`config.mk`:
```
export PLATFORM = sky130hd
export DESIGN_NAME = hud_controller_flat
export DESIGN_NICKNAME = d
export VERILOG_FILES = /design/src/rtl/hud_controller_if.sv /design/src/rtl/hud_controller.sv /design/src/flat_wrapper.sv
export SDC_FILE = /design/constraint.sdc
export NUM_CORES = 1
export LEC_CHECK = 0
export BUFFER_PORTS_ARGS = -buffer_cell sky130_fd_sc_hd__buf_2
export CORE_ASPECT_RATIO = 2
export CORE_MARGIN = 2
export CORE_UTILIZATION = 63
export CTS_CLUSTER_DIAMETER = 60
export DETAILED_ROUTE_END_ITERATION = 16
export PLACE_DENSITY = 0.94
export SLEW_MARGIN = 0
export SYNTH_ARGS = -nofsm -noshare
export SYNTH_HDL_FRONTEND = slang
export SYNTH_SLANG_ARGS = --single-unit
```
`constraint.sdc`:
```
create_clock -name clk -period 7.91 [get_ports clk]
set_input_delay 1.1865 -clock clk [delete_from_list [all_inputs] [get_ports clk]]
set_output_delay 1.1865 -clock clk [all_outputs]
set_load 0.05 [all_outputs]
```
`src/rtl/hud_controller_if.sv`:
```
// Game-logic side of the HUD sequencer: event inputs in, registered HUD values out.
interface hud_controller_if;
    logic start;
    logic pause;
    logic hit;
    logic frame_start;
    int   number;
    int   lives;
    logic show_hearts;
    logic invulnerable;
    logic game_over;
    logic time_up;

    modport master (
        output start, pause, hit, frame_start,
        input  number, lives, show_hearts, invulnerable, game_over, time_up
    );

    modport slave (
        input  start, pause, hit, frame_start,
        output number, lives, show_hearts, invulnerable, game_over, time_up
    );
endinterface

```
`src/rtl/hud_controller.sv`:
```
// Countdown clock, life counter and post-hit heart blinking for the VGA HUD drawer.
module hud_controller #(
    parameter int unsigned CLK_HZ        = 25_000_000,
    parameter int unsigned START_TIME    = 29,
    parameter int unsigned START_LIVES   = 3,
    parameter int unsigned BLINK_FRAMES  = 8,
    parameter int unsigned INVULN_FRAMES = 96
) (
    input logic             clk,
    input logic             reset,
    hud_controller_if.slave bus
);
    localparam int unsigned PresW  = (CLK_HZ > 1) ? $clog2(CLK_HZ) : 1;
    localparam int unsigned FrameW = (INVULN_FRAMES > 1) ? $clog2(INVULN_FRAMES) : 1;
    localparam int unsigned BlinkW = (BLINK_FRAMES > 1) ? $clog2(BLINK_FRAMES) : 1;
    localparam logic [PresW-1:0]  PresLast  = PresW'(CLK_HZ - 1);
    localparam logic [FrameW-1:0] FrameLast = FrameW'(INVULN_FRAMES - 1);
    localparam logic [BlinkW-1:0] BlinkLast = BlinkW'(BLINK_FRAMES - 1);

    typedef enum logic [1:0] {StIdle, StRun, StInvuln, StOver} state_e;

    state_e            state_q, state_d;
    logic [PresW-1:0]  presc_q, presc_d;
    logic [FrameW-1:0] frame_q, frame_d;
    logic [BlinkW-1:0] blink_q, blink_d;
    int                number_q, number_d;
    int                lives_q, lives_d;
    logic              phase_q, phase_d;
    logic              show_q, show_d;
    logic              inv_q, over_q;
    logic              time_up_q, time_up_d;

    logic active, wrap, hit_ok;

    // Timing only advances in the playing states and never while paused.
    assign active = (state_q == StRun || state_q == StInvuln) && !bus.pause;
    assign wrap   = active && (presc_q == PresLast);
    assign hit_ok = active && (state_q == StRun) && bus.hit;

    always_comb begin
        state_d   = state_q;
        presc_d   = presc_q;
        frame_d   = frame_q;
        blink_d   = blink_q;
        number_d  = number_q;
        lives_d   = lives_q;
        phase_d   = phase_q;
        time_up_d = time_up_q;

        if (bus.start) begin
            state_d   = StRun;
            presc_d   = '0;
            frame_d   = '0;
            blink_d   = '0;
            number_d  = int'(START_TIME);
            lives_d   = int'(START_LIVES);
            phase_d   = 1'b1;
            time_up_d = 1'b0;
        end else if (active) begin
            presc_d = wrap ? '0 : presc_q + PresW'(1);
            if (wrap && number_q > 0) begin
                number_d = number_q - 1;
            end
            if (hit_ok && lives_q > 0) begin
                lives_d = lives_q - 1;
                state_d = StInvuln;
                frame_d = '0;
                blink_d = '0;
                phase_d = 1'b0;
            end else if (state_q == StInvuln && bus.frame_start) begin
                frame_d = frame_q + FrameW'(1);
                if (frame_q == FrameLast) begin
                    state_d = StRun;
                end
                if (blink_q == BlinkLast) begin
                    blink_d = '0;
                    phase_d = !phase_q;
                end else begin
                    blink_d = blink_q + BlinkW'(1);
                end
            end
            if (number_d == 0 || lives_d == 0) begin
                state_d   = StOver;
                time_up_d = (number_d == 0);
            end
        end

        // Hearts stay solid outside invulnerability and while paused; phase is kept underneath.
        show_d = (state_d == StInvuln && !bus.pause) ? phase_d : 1'b1;
    end

    always_ff @(posedge clk) begin
        if (reset) begin
            state_q   <= StIdle;
            presc_q   <= '0;
            frame_q   <= '0;
            blink_q   <= '0;
            number_q  <= int'(START_TIME);
            lives_q   <= int'(START_LIVES);
            phase_q   <= 1'b1;
            show_q    <= 1'b1;
            inv_q     <= 1'b0;
            over_q    <= 1'b0;
            time_up_q <= 1'b0;
        end else begin
            state_q   <= state_d;
            presc_q   <= presc_d;
            frame_q   <= frame_d;
            blink_q   <= blink_d;
            number_q  <= number_d;
            lives_q   <= lives_d;
            phase_q   <= phase_d;
            show_q    <= show_d;
            inv_q     <= (state_d == StInvuln);
            over_q    <= (state_d == StOver);
            time_up_q <= time_up_d;
        end
    end

    assign bus.number       = number_q;
    assign bus.lives        = lives_q;
    assign bus.show_hearts  = show_q;
    assign bus.invulnerable = inv_q;
    assign bus.game_over    = over_q;
    assign bus.time_up      = time_up_q;
endmodule

```
`src/flat_wrapper.sv`:
```
// flat-port wrapper written by rule: the top's interface ports become plain ports
module hud_controller_flat 
#(
    parameter int unsigned CLK_HZ        = 25_000_000,
    parameter int unsigned START_TIME    = 29,
    parameter int unsigned START_LIVES   = 3,
    parameter int unsigned BLINK_FRAMES  = 8,
    parameter int unsigned INVULN_FRAMES = 96
)
  (clk, reset, bus_start, bus_pause, bus_hit, bus_frame_start, bus_number, bus_lives, bus_show_hearts, bus_invulnerable, bus_game_over, bus_time_up);
  hud_controller_if bus_i ();
  input logic clk;
  input logic reset;
  input wire logic [$bits(bus_i.start)-1:0] bus_start;
  input wire logic [$bits(bus_i.pause)-1:0] bus_pause;
  input wire logic [$bits(bus_i.hit)-1:0] bus_hit;
  input wire logic [$bits(bus_i.frame_start)-1:0] bus_frame_start;
  output wire logic [$bits(bus_i.number)-1:0] bus_number;
  output wire logic [$bits(bus_i.lives)-1:0] bus_lives;
  output wire logic [$bits(bus_i.show_hearts)-1:0] bus_show_hearts;
  output wire logic [$bits(bus_i.invulnerable)-1:0] bus_invulnerable;
  output wire logic [$bits(bus_i.game_over)-1:0] bus_game_over;
  output wire logic [$bits(bus_i.time_up)-1:0] bus_time_up;
  assign bus_i.start = bus_start;
  assign bus_i.pause = bus_pause;
  assign bus_i.hit = bus_hit;
  assign bus_i.frame_start = bus_frame_start;
  assign bus_number = bus_i.number;
  assign bus_lives = bus_i.lives;
  assign bus_show_hearts = bus_i.show_hearts;
  assign bus_invulnerable = bus_i.invulnerable;
  assign bus_game_over = bus_i.game_over;
  assign bus_time_up = bus_i.time_up;
  hud_controller #(.CLK_HZ(CLK_HZ), .START_TIME(START_TIME), .START_LIVES(START_LIVES), .BLINK_FRAMES(BLINK_FRAMES), .INVULN_FRAMES(INVULN_FRAMES)) u_core (.clk(clk), .reset(reset), .bus(bus_i));
endmodule
```
==> summary.md <==
| Metric | Value |
|---|---|
| Result of the run | `complete, no violations` |
| Root Buffer | `clkbuf_16` |
| Post-Syn Area | `~5800 µm²` |
| DP Wirelength | `between 10 and 15 mm` |
| Total internal power | `~0.76 mW` |
| Overflow after GRT | `0` |
| Setup violators final | `0` |
| First-pass iteration count of the detailed router | `6` |
| RSZ-0062 raised after global routing | `no` |
| FF-to-FF Start | `u_core.state_q[0]` |
| Post-synthesis sequential area ratio | `between 30% and 40%` |
| Final slew viol count | `0` |
| Initial Util | `around 65%` |
| Die width | `between 70 and 80 µm` |
| First-pass GRT wire length | `26.0 mm` |
| Vias/cell | `roughly 6.5` |
| H-tree depth | `3` |
| Vias in the first global route | `between 5,000 and 6,000` |
| Crit path capture | `u_core.state_q[0]` |
| Asr flop ratio synth | `0%` |
| Total GRT Usage | `32.7%` |
| FF-to-FF path depth | `11` |
| Rows | `49` |
| Core area | `approximately 9000 µm²` |
| WS Path Type | `input pin to register` |
| Peak supply drop | `between 0.09 and 0.1 mV` |
| Worst setup EP type | `register` |
| Complex-gate fraction of the synthesized area | `between 10% and 20%` |
| CTS Buf Count | `9` |
| WL/cell | `approximately 19 µm` |
| Die Ht | `140 µm` |
| Fill cells | `between 600 and 700` |
| CP Data Required Time | `roughly 8.2 ns` |
| Final hold violation count | `0` |
| Area grow syn2layout | `11.0%` |
| Total Nets Final | `775` |
| Post-synth top area share | `a little over a third` |
| Post-synth EDFFs | `0` |
| RePlAce Congestion | `around 0.99` |
| Hold buffer count at cts | `0` |
| Slew at the pin closest to its max-slew limit | `0.984 ns` |
| Mapped Nets | `around 720` |
| Largest family of logic cells by synthesized area | `simple AND/OR/NAND/NOR gates` |
| Reg-to-reg setup timing slack | `around 3.4 ns` |
| Post-Synth Adder-Cell Area | `under 10%` |
| Sw Pwr | `about 0.22 mW` |
| Design Power | `a little under 1 mW` |
| Post-synth top flop | `dfxtp_1` |
| Gate power share | `2.1%` |
| PwrDens | `152 nW/µm²` |
| Final period utilization | `59.2%` |
| CP Max Fanout | `19` |
| Worst setup startpoint | `bus_pause` |
| Antenna violations before repair | `0` |
| CP startpoint kind | `input pin` |
| Static leakage | `around 2.4 nW` |
| Post-CTS sizing | `0` |
| DRC viols | `0` |
| FF/Latch Area | `around 2100 µm²` |
| Simple-gate share of the synthesized area | `about a third` |
| Worst Skew | `0.00762 ns` |
| Multi-input gate area | `around 3500 µm²` |
| Worst hold path type | `register to register` |
| Core Util, Final | `71.9%` |
| Clock share of power | `43.5%` |
| Seq cells post-synth | `106` |
| Slew margin rel. | `33.8%` |
| Setup_tns | `0 ns` |
| # diodes | `0` |
| Largest net degree at the start of global routing | `64` |
| F_max | `~210 MHz` |
| Fin crit period | `approximately 4.7 ns` |
| Worst reg2reg path endpoint | `u_core.state_q[0]` |
| Sw Ratio | `around 22%` |
| CTS tree | `done` |
| Insertion delay of the later-clocked pin in the worst-skew pair | `about 0.35 ns` |
| IO Pins | `74` |
| # clock sinks | `roughly 110` |
| Mapped Cells | `a little over 700` |
| Synth top area cells | `dfxtp_1 37%, nor2_1 7.1%, xnor2_1 5.6%, xor2_1 5.4%, nand2_1 3.4%` |
| Number of port buffers | `73` |
| Yosys warns | `0` |
| Clk buf depth | `2` |
| Die Area | `10,000 µm²` |
| Syn avg cell area | `slightly above 8 µm²` |
| Synth area leader | `dfxtp_1` |
| Max-Cap Viols | `0` |
| Postcts setup bufs | `0` |
| Post-Route WL | `around 16 mm` |
| Vias | `around 5,700` |
| Synth Area in XOR/XNOR | `around 11%` |
| Share of cells above drive strength 1 | `16.0%` |
| Flop pwr share | `approximately 54%` |
| Netlist cell types | `65` |
| Initial DRC count | `410` |
| Post-synthesis mux area share | `less than 1%` |
| Clk pin slew, worst setup/hold paths | `approximately 0.07 ns` |
| Antenna Violating Nets Remaining | `0` |
| Arr. time, crit path | `slightly below 5 ns` |
-- metal layers --
| metal | vias up | global-route usage [%] | wire [µm] |
|---|---|---|---|
| met1 | 2685 | 33.9 | 5940 |
| met4 | 0 | 20.2 | 1010 |
| met2 | 255 | 59.0 | 8680 |
| li1 | 2634 | - | - |
| met3 | 86 | 5.50 | 784 |
| met5 | - | 0 | 0 |
-- worst max-delay path, cell delays in order --
cell and delay, ns:
buf_2 0.11, or2_1 0.35, or3_1 0.48, nor4_2 0.49, and2_1 0.69, a41oi_1 0.22
a211oi_1 0.40, nand4_1 0.20, or4_1 0.60, a31oi_1 0.22
-- Yosys cell counts (10+ instances only) --
cell and instances:
a21oi_1 33, clkbuf_1 25, dfxtp_1 106, ha_1 10, inv_1 12, nand2_1 53
nand3_1 27, nand4_1 26, nor2_1 110, nor3_1 20, nor4_1 18, o21ai_0 22
or3_1 25, xnor2_1 37, xor2_1 36
-- cell families after synthesis --
family	after synthesis
compound gates	100
xor+xnor	73
fa+ha+maj	10
buf+inv	45
flops	106
mux	5
simple gates	367
-- how the worst min path moves through the flow --
| stage | start | endpoint | slack (ns) | cells past startpoint |
|---|---|---|---|---|
| 2_1_floorplan | u_core.blink_q[1] | u_core.blink_q[1] | 0.44 | 2 |
| 3_3_place_gp | u_core.blink_q[1] | u_core.blink_q[1] | 0.44 | 2 |
| 3_5_place_dp | u_core.blink_q[2] | u_core.blink_q[2] | 0.45 | 2 |
| 4_1_cts | u_core.blink_q[2] | u_core.blink_q[2] | 0.46 | 2 |
| 5_1_grt | u_core.blink_q[2] | u_core.blink_q[2] | 0.50 | 2 |
| 6_report | u_core.blink_q[2] | u_core.blink_q[2] | 0.46 | 2 |
-- registers in the layout (all words and copies together), names as in the netlist --
| signal | count |
|---|---|
| u_core.bus.invulnerable | 1 |
| u_core.blink_q | 3 |
| u_core.bus.game_over | 1 |
| u_core.phase_q | 1 |
| u_core.frame_q | 7 |
| u_core.state_q | 2 |
| u_core.bus.time_up | 1 |
| u_core.bus.show_hearts | 1 |
| u_core.presc_q | 25 |
| u_core.bus.number | 32 |
| u_core.bus.lives | 32 |
-- cell usage in the layout, fill, tap and decap left out, types with 3 or more instances in the layout --
master and count:
nand2b_1 3, a211oi_1 5, o31ai_1 3, ha_1 10
o41ai_1 4, nor2_1 110, o21ai_0 22, nand2_1 53
buf_2 73, nor4_2 4, xnor2_1 37, nor3_2 5
nor3b_1 5, o211ai_1 3, nand3_1 27, nor4_1 18
and3_1 8, inv_1 12, nand3b_1 4, dfxtp_1 106
or4_1 8, nor3_1 20, nand4_1 26, nor2b_1 5
a21oi_1 33, a31oi_1 5, nand4b_1 5, clkbuf_16 9
nor4b_1 5, inv_6 3, or3_1 25, and4_1 4
or3b_2 3, mux2i_1 5, xor2_1 36, and2_1 6
or2_2 8
-- cell type report --
| type | instances | share of cell area, % |
|---|---|---|
| multi-input cells | 555 | 54.2 |
| flip-flops and latches | 106 | 33.0 |
| repair buffers | 75 | 5.91 |
| clock buffers | 11 | 3.77 |
| well taps | 102 | 1.98 |
| inverters | 12 | 0.699 |
| clock inverters | 4 | 0.525 |
-- stage by stage --
stage	hold WS (ns)	cell area [µm²]	std cells	worst slack [ns]
detailed placement	0.452	6160	850	2.88
global route	0.496	6440	865	2.93
CTS	0.460	6440	865	3.21
finish	0.461	6440	865	3.23
global placement	0.443	6160	850	3.02
floorplan	0.436	5800	706	3.95
-- power by group through the flow --
stage               logic (mW)  registers [mW]  clock network (mW)
finish                  0.0203           0.535               0.427
floorplan               0.0138           0.547                   0
detailed placement      0.0198           0.547                   0
global route            0.0221           0.534               0.452
global placement        0.0192           0.547                   0
CTS                     0.0201           0.535               0.431
Note: power is estimated with default switching activity, not from simulation.
